<file path="src/rtl/geofence_n.sv">
`default_nettype none
// ============================================================================
// Module      : geofence_n
// Description : Convex-geofence evaluator. Accepts a test point P followed by
//               N polygon vertices over a valid/ready stream, angle-sorts the
//               vertices around v0 with one shared cross-product datapath,
//               then reports inside / on-edge status for P.
// Ports       : clk        - rising-edge clock
//               reset      - asynchronous active-low reset
//               X, Y       - unsigned coordinate (W bits each)
//               in_valid   - X/Y hold a coordinate
//               in_ready   - coordinate can be accepted
//               valid      - one-cycle result strobe
//               is_inside  - P inside (edge policy from EDGE_INSIDE)
//               on_edge    - P on the polygon boundary
// Revision    : 1.0 - initial release
// ============================================================================
module geofence_n #(
   parameter int W           = 10,
   parameter int N           = 6,
   parameter int EDGE_INSIDE = 1
) (
   input  logic         clk,
   input  logic         reset,
   input  logic [W-1:0] X,
   input  logic [W-1:0] Y,
   input  logic         in_valid,
   output logic         in_ready,
   output logic         valid,
   output logic         is_inside,
   output logic         on_edge
);

   localparam int c_AW = (N > 1) ? $clog2(N) : 1;   // vertex index width
   localparam int c_PW = 2*W + 2;                   // product width

   typedef enum logic [3:0] {
      S_IDLE   = 4'd0,
      S_LOAD   = 4'd1,
      S_SORT_A = 4'd2,
      S_SORT_B = 4'd3,
      S_SORT_J = 4'd4,
      S_EVAL_A = 4'd5,
      S_EVAL_B = 4'd6,
      S_EVAL_J = 4'd7,
      S_DONE   = 4'd8
   } state_t;

   state_t                  r_state;
   logic [W-1:0]            r_px, r_py;
   logic [W-1:0]            r_vx [N];
   logic [W-1:0]            r_vy [N];
   logic [c_AW-1:0]         r_cnt, r_idx, r_pass;
   logic                    r_neg, r_zero;
   logic                    r_ready, r_valid, r_inside, r_edge;
   logic signed [W:0]       r_da, r_db;
   logic signed [c_PW-1:0]  r_p1;

   logic [c_AW-1:0]         w_j;
   logic                    w_sort;
   logic signed [W:0]       w_da1, w_db1, w_da2, w_db2;
   logic [c_PW-1:0]         w_dae, w_dbe;
   logic signed [c_PW-1:0]  w_prod;
   logic signed [c_PW:0]    w_diff;
   logic                    w_pass_end, w_last_cmp;

   // Full-precision signed difference of two unsigned coordinates.
   function automatic logic signed [W:0] sub_u(input logic [W-1:0] a, input logic [W-1:0] b);
      return $signed({1'b0, a}) - $signed({1'b0, b});
   endfunction

   // Partner vertex: i+1 while sorting, (i+1) mod N while evaluating.
   assign w_j    = (r_idx == c_AW'(N-1)) ? '0 : r_idx + c_AW'(1);
   assign w_sort = (r_state == S_SORT_A) || (r_state == S_SORT_B) || (r_state == S_SORT_J);

   always_comb begin
      w_da1 = '0;
      w_db1 = '0;
      w_da2 = '0;
      w_db2 = '0;
      if (w_sort) begin
         // s = (xi-x0)(yj-y0) - (xj-x0)(yi-y0)
         w_da1 = sub_u(r_vx[r_idx], r_vx[0]);
         w_db1 = sub_u(r_vy[w_j],   r_vy[0]);
         w_da2 = sub_u(r_vx[w_j],   r_vx[0]);
         w_db2 = sub_u(r_vy[r_idx], r_vy[0]);
      end else begin
         // c = (xj-xi)(py-yi) - (yj-yi)(px-xi)
         w_da1 = sub_u(r_vx[w_j], r_vx[r_idx]);
         w_db1 = sub_u(r_py,      r_vy[r_idx]);
         w_da2 = sub_u(r_vy[w_j], r_vy[r_idx]);
         w_db2 = sub_u(r_px,      r_vx[r_idx]);
      end
   end

   // Sign-extend operands to product width so the multiply is exact.
   assign w_dae  = {{(W+1){r_da[W]}}, r_da};
   assign w_dbe  = {{(W+1){r_db[W]}}, r_db};
   assign w_prod = $signed(w_dae) * $signed(w_dbe);
   assign w_diff = $signed({r_p1[c_PW-1], r_p1}) - $signed({w_prod[c_PW-1], w_prod});

   // Pass p compares i = 1..N-2-p, so the pass ends when i + p == N-2.
   assign w_pass_end = ((r_idx + r_pass) == c_AW'(N-2));
   assign w_last_cmp = w_pass_end && (r_pass == c_AW'(N-3));

   always_ff @(posedge clk or negedge reset) begin
      if (!reset) begin
         r_state  <= S_IDLE;
         r_px     <= '0;
         r_py     <= '0;
         for (int k = 0; k < N; k++) begin
            r_vx[k] <= '0;
            r_vy[k] <= '0;
         end
         r_cnt    <= '0;
         r_idx    <= '0;
         r_pass   <= '0;
         r_neg    <= 1'b0;
         r_zero   <= 1'b0;
         r_ready  <= 1'b1;
         r_valid  <= 1'b0;
         r_inside <= 1'b0;
         r_edge   <= 1'b0;
         r_da     <= '0;
         r_db     <= '0;
         r_p1     <= '0;
      end else begin
         r_valid <= 1'b0;
         case (r_state)
            S_IDLE: begin
               // in_ready stays low through the valid cycle and rises after it.
               if (!r_ready) begin
                  r_ready <= 1'b1;
               end else if (in_valid) begin
                  r_px    <= X;
                  r_py    <= Y;
                  r_cnt   <= '0;
                  r_state <= S_LOAD;
               end
            end
            S_LOAD: begin
               if (in_valid) begin
                  r_vx[r_cnt] <= X;
                  r_vy[r_cnt] <= Y;
                  if (r_cnt == c_AW'(N-1)) begin
                     r_ready <= 1'b0;
                     r_idx   <= c_AW'(1);
                     r_pass  <= '0;
                     r_neg   <= 1'b0;
                     r_zero  <= 1'b0;
                     r_state <= S_SORT_A;
                  end else begin
                     r_cnt <= r_cnt + c_AW'(1);
                  end
               end
            end
            S_SORT_A, S_EVAL_A: begin
               r_da    <= w_da1;
               r_db    <= w_db1;
               r_state <= (r_state == S_SORT_A) ? S_SORT_B : S_EVAL_B;
            end
            S_SORT_B, S_EVAL_B: begin
               r_p1    <= w_prod;
               r_da    <= w_da2;
               r_db    <= w_db2;
               r_state <= (r_state == S_SORT_B) ? S_SORT_J : S_EVAL_J;
            end
            S_SORT_J: begin
               // Negative cross term: v(i+1) is clockwise of vi, so swap.
               if (w_diff[c_PW]) begin
                  r_vx[r_idx] <= r_vx[w_j];
                  r_vy[r_idx] <= r_vy[w_j];
                  r_vx[w_j]   <= r_vx[r_idx];
                  r_vy[w_j]   <= r_vy[r_idx];
               end
               if (w_last_cmp) begin
                  r_idx   <= '0;
                  r_state <= S_EVAL_A;
               end else if (w_pass_end) begin
                  r_pass  <= r_pass + c_AW'(1);
                  r_idx   <= c_AW'(1);
                  r_state <= S_SORT_A;
               end else begin
                  r_idx   <= r_idx + c_AW'(1);
                  r_state <= S_SORT_A;
               end
            end
            S_EVAL_J: begin
               r_neg  <= r_neg  | w_diff[c_PW];
               r_zero <= r_zero | (w_diff == '0);
               if (r_idx == c_AW'(N-1)) begin
                  r_state <= S_DONE;
               end else begin
                  r_idx   <= r_idx + c_AW'(1);
                  r_state <= S_EVAL_A;
               end
            end
            S_DONE: begin
               r_valid  <= 1'b1;
               r_inside <= !r_neg && (!r_zero || (EDGE_INSIDE != 0));
               r_edge   <= !r_neg && r_zero;
               r_state  <= S_IDLE;
            end
            default: begin
               r_state <= S_IDLE;
               r_ready <= 1'b1;
            end
         endcase
      end
   end

   assign in_ready  = r_ready;
   assign valid     = r_valid;
   assign is_inside = r_inside;
   assign on_edge   = r_edge;

endmodule
`default_nettype wire

</file>
<file path="config.mk">
export PLATFORM = sky130hd
export DESIGN_NAME = geofence_n
export DESIGN_NICKNAME = d
export VERILOG_FILES = /design/src/rtl/geofence_n.sv
export SDC_FILE = /design/constraint.sdc
export NUM_CORES = 1
export LEC_CHECK = 0
export ABC_CLOCK_PERIOD_IN_PS = 11100
export CAP_MARGIN = 20
export CORE_ASPECT_RATIO = 0.6
export CORE_UTILIZATION = 70
export CTS_CLUSTER_SIZE = 20
export DETAILED_ROUTE_END_ITERATION = 8
export GPL_TIMING_DRIVEN = 0
export HOLD_SLACK_MARGIN = 0.02
export PLACE_DENSITY_LB_ADDON = 0.12
export SYNTH_ARGS = -nofsm -noshare
export SYNTH_HDL_FRONTEND = slang
export SYNTH_SLANG_ARGS = --single-unit
</file>
<file path="constraint.sdc">
create_clock -name clk -period 11.1 [get_ports clk]
set_clock_uncertainty 0.15 [all_clocks]
set_input_delay 1.11 -clock clk [delete_from_list [all_inputs] [get_ports clk]]
set_output_delay 1.11 -clock clk [all_outputs]
set_load 0.03 [all_outputs]
</file>
== Word level (Yosys, flattened, before mapping) ==
Cells that the tools add are included.

* Eq/ne operators: 21
* Shift-type cells: 0
* Magnitude comparators: 6
* Divide/modulo/power cells: 0
* Reductions and logical operators: 26
* Bitwise logic cells: 6
* Mux-type cells: 68
* Multiply operators: 1
* $add $sub $neg: 13

{| class="wikitable"
|+ Operators by type and width
! cell !! count
|-
| bitwise mux 60 bit || 6
|-
| two-way mux 60 bit || 4
|-
| case mux 60 bit (2 select lines) || 2
|-
| binary-select mux 10 bit (select 3 bit) || 4
|-
| two-way mux 10 bit || 11
|-
| demux 10 bit (select 3 bit) || 3
|-
| subtractor 10 x 10 -> 11 bit || 8
|-
| two-way mux 3 bit || 16
|-
| two-way mux 11 bit || 4
|-
| case mux 11 bit (2 select lines) || 2
|-
| case mux 4 bit (6 select lines) || 1
|-
| logical NOT 23 bit || 1
|-
| subtractor 22 x 22 -> 23 bit || 1
|-
| multiplier 11 x 11 -> 22 bit || 1
|-
| two-way mux 4 bit || 5
|-
| != test 2 bit (second input constant) || 9
|-
| == test 4 x 3 -> 1 bit (second input constant) || 4
|-
| greater-or-equal comparator 4 bit (second input constant) || 3
|-
| < comparator 4 x 1 -> 1 bit (second input constant) || 3
|-
| NOT 3 -> 4 bit || 3
|-
| case mux 3 bit (2 select lines) || 2
|-
| AND reduction 3 bit || 4
|-
| AND reduction 5 bit || 2
|-
| adder 3 x 1 -> 3 bit (second input constant) || 3
|-
| 21 further kinds || 39
|}

* Bits in writable memories: 0
* Flip-flop bits (word level): 203
* Memory bits (read-only): 0
* Bits in latches: 0
* Output and inout port bits: 4
* Memories kept: 0

== Depth between registers and ports, before layout ==
* Depth after elaboration: 10
* Mapped depth: 31
* Gate-level depth less buffers: 29

== Worst setup path before layout ==
OpenSTA, ideal clock, no wires.

* Kind: reg-to-reg
* From: reg r_da[5]
* To: reg r_vx[50] (netlist bit)
* Path slack: 3.884 ns
* Arrival: 6.941 ns
* Period minus slack after synthesis: 7.216 ns
* Stages on the path, launching flop included: 30
* Path buffers: 2
* Setup time: 0.125 ns
* Cell sequence: dfrtp_1 clkbuf_1 and2_1 fa_1 inv_1 fa_1 inv_1 fa_1 fa_1 inv_1 fa_1 inv_1 ha_1 a21oi_1 a21boi_0 o21bai_1 a21oi_1 xor2_1 ha_1 a211oi_1 nor2_1 nor2_1 nand3_1 a2111oi_0 a2111oi_2 o21ai_2 nor2_8 nor2_2 buf_6 mux2_4

* Longest elaborated chain between the ends: 4

{| class="wikitable"
|+ RTL lines
! item !! RTL line !! text
|-
| start, declared || 56 || <nowiki>logic signed [W:0] r_da, r_db;</nowiki>
|-
| start signal, assigned || 158 || <nowiki>r_da <= w_da1;</nowiki>
|-
| start signal, assigned || 164 || <nowiki>r_da <= w_da2;</nowiki>
|-
| multiplier 11 x 11 -> 22 bit || 99 || <nowiki>assign w_prod = $signed(w_dae) * $signed(w_dbe);</nowiki>
|-
| subtractor 22 x 22 -> 23 bit || 100 || <nowiki>assign w_diff = $signed({r_p1[c_PW-1], r_p1}) - $signed({w_prod[c_PW-1], w_prod});</nowiki>
|-
| != test 2 bit (no line) || n/a ||
|-
| AND reduction 3 bit (no line) || n/a ||
|-
| end signal, assigned by index || 171 || <nowiki>r_vx[r_idx] <= r_vx[w_j];</nowiki>
|-
| end signal, assigned by index || 173 || <nowiki>r_vx[w_j] <= r_vx[r_idx];</nowiki>
|-
| end, declared || 51 || <nowiki>logic [W-1:0] r_vx [N];</nowiki>
|}

Every way passes these cells.
A chain may end at the register's enable or synchronous reset.

== Final worst setup path ==
* From: reg r_da[7]
* To: reg r_vy[50] (netlist bit)

* Longest elaborated chain between the ends: 4

{| class="wikitable"
|+ RTL lines
! item !! RTL line !! text
|-
| multiplier 11 x 11 -> 22 bit || 99 ||
|-
| subtractor 22 x 22 -> 23 bit || 100 ||
|-
| != test 2 bit (no line) || n/a ||
|-
| AND reduction 3 bit (no line) || n/a ||
|-
| end signal, assigned by index || 172 || <nowiki>r_vy[r_idx] <= r_vy[w_j];</nowiki>
|-
| end signal, assigned by index || 174 || <nowiki>r_vy[w_j] <= r_vy[r_idx];</nowiki>
|-
| end, declared || 52 || <nowiki>logic [W-1:0] r_vy [N];</nowiki>
|}

Every way passes these cells.

==> metrics.cfg <==
[outcome]
status = completed

[floorplanning]
die_area_um2 = 31400
initial_core_util = 0.714
ios = 27
die_w_um = 228
core_area_um2 = 30000
die_h_um = 138
placementRows = 49

[clock_network]
cts.sinks = 203
cts_hold_buf = 0
cts_tree = done
clkLatencyLatePin_ns = 0.54
cts.repair.resized = 0
post_cts_buffers = 0
cts.clk_slew.worst_paths_ns = 0.07
clock_path_buffers = 3
numCtsBuffers = 22
cts_root_buf = clkbuf_16
ctsHtreeMaxLevel = 1

[route]
remaining_drc_errors = 0
vias = 20900
wl_per_cell_um = 26.3
first_pass_iters = 7
antenna_left = 0
routed_wl_mm = 76.8
drt_iter0_markers = 3738
vias_per_cell = 7.17

[power]
powerDensity_nw_per_um2 = 67.6
p_leak_nw = 10.7
ir_drop_mv = 0.123

[yosys]
synth_cell_types = 79
synthMuxAreaShare = 0.0791
ys_seq_area_frac = 0.237
syn_area_um2 = 21400
synth_largest_area_cell = dfrtp_1
synthAdderAreaFrac = 0.208
synthesis.nets = 2738
ys_top_cells_by_count = 266 x inv_1, 253 x nand2_1, 202 x dfrtp_1
synth_warnings = 0
synthCells = 2434
yosysMostFrequentCell = inv_1
async_reset_ff_frac = 1.00
synth-seq-cells = 203
synth_edf_count = 0
synth_ff_type = dfrtp_1
synth_area_leaders = dfrtp_1 24%, fa_1 12%, ha_1 9.0%
synth.avg_cell_area_um2 = 8.81
synthXorXnorAreaFrac = 0.0355
synth_compound_area_frac = 0.239
yosys.area_share.simple = 0.124
synth.top_cell.area_share = 0.236
synth_top_family_by_area = compound AO/OA/AOI/OAI gates

[min_path]
hold_path_class = flip-flop to flip-flop
holdCritStartpoint = r_p1[6]
holdPathEnd = r_p1[6]
hold_depth = 2

[setup_path]
cp_common_cell = fa_1
worst-setup-path-type = flip-flop to flip-flop
setup.reg_to_reg.worst_slack_ns = 2.06
worstSetupStartpointType = flip-flop
ff2ff_path_depth = 28
arrival_ns = 9.30
reg2reg_from = r_da[7]
cp-end-kind = flip-flop
crit_path_top_delay_cell = a2111oi_0
slowest_delay_ns = 0.68
cp.required_ns = 11.36
critPathMaxFanout = 10
rr_endpoint = r_vy[50]

[timing]
rsz0062_at_grt = false
clock.fmax_mhz = 111
hold_violations = 0
slew_viol_final = 0
fin_crit_sh = 0.814
relSlewSlack = 0.0876
fin_crit_ns = 9.04
tightestPinTransition_ns = 1.37
setup_slack_ns = 2.06
tns_ns = 0
setup_viol = 0

[global_routing]
grtUsageMet1 = 0.694
grt_pass1_vias = 19900
track_usage = 0.486
grt_pass1_wl_mm = 115
met3_usage = 0.269
overflow = 0
busiest_layer = met1
use_met2 = 0.634
grt_max_degree = 117
antenna_found_initial = 1

[placement]
post-dp-hpwl_mm = 61.1
place.gp.congestion = 1.10
io_buffers = 26
pre_cts_ws_ns = 2.49

[job]
cap_violations = 0

[final_layout]
final_layout_size_suffix_gt1_frac = 0.0784
finish.utilization = 0.769
area_growth_pct = 7.67
register_area_um2 = 5080
fin_nets = 2803
num-fill-cells = 2107
multiInputGateArea_um2 = 14700

[state kept, by name, summed over array words and instances (netlist names), 4 cells and up]
name,cells
r_da,11
r_db,11
r_p1,22
r_px,10
r_py,10
r_state,4
r_vx,60
r_vy,60
[worst max-delay path by stage]
stage,startpoint,endpoint,slack [ns],cells past startpoint
global route,r_da[7],r_vx[50],1.80,28
finish,r_da[7],r_vy[50],2.06,28
floorplan,r_da[5],r_vx[50],3.88,29
CTS,r_da[6],r_vx[50],2.41,28
detailed placement,r_da[6],r_vy[50],2.49,28
global placement,reset,r_vx[30],0.02,1
[power breakdown]
group	switching [W]	total [W]	internal [W]
clock	0.000342	0.000784	0.000442
combinational	0.0000272	0.0000379	0.0000107
sequential	0	0.000739	0.000739
[per-layer routing]
layer | part of all wire | wire, um | vias up
li1 | - | - | 8773
met1 | 0.40 | 30900 | 10100
met2 | 0.38 | 28900 | 1848
met3 | 0.20 | 15400 | 242
met4 | 0.021 | 1610 | 2
met5 | 0.00010 | 8 | -
[layout by cell type, fill, tap and decap left out, types with 79 or more instances in the layout]
cell      instances
clkbuf_1        130
o21ai_0         135
nor2_1           81
o22ai_1         132
a21oi_1         113
inv_1           266
dfrtp_1         202
nand2_1         253
ha_1            154
mux2_4           82
a22o_1           84
a22oi_1          79
fa_1            127
[critical path: cells and delay by family (launching register included)]
kind / cells / cell delay (ns)
multiplexers: 1 / 0.31
AND/OR/NAND/NOR: 6 / 0.93
XOR/XNOR: 1 / 0.32
AO/OA/AOI/OAI: 8 / 2.29
buffers and inverters: 5 / 0.99
adder cells (fa/ha/maj): 7 / 3.44
flip-flops: 1 / 0.44
[cell type report]
cell class              instances  area share
inverters                     268      0.0436
clock inverters                 7     0.00298
clock buffers                  32      0.0290
flip-flops and latches        203       0.220
diodes                          1    0.000108
repair buffers                 41      0.0159
well taps                     408      0.0221
multi-input cells            1813       0.638
plain buffers                 150      0.0279
[cells by family after synthesis]
family / after synthesis
fa+ha+maj: 281
simple gates: 562
xor+xnor: 87
mux: 124
buf+inv: 418
compound gates: 759
flops: 203
[per-stage QoR]
stage                     area [um^2]  power (W)  cells  hold WS, ns
final                           23100    0.00156   2923        0.338
after global routing            23100    0.00159   2922        0.365
after CTS                       23100    0.00156   2917        0.343
after detailed placement        22300   0.000791   2878        0.329
after global placement          22200   0.000790   2868        0.318
after floorplan                 21400   0.000757   2434        0.306
Power figures use the tool's default switching activity.
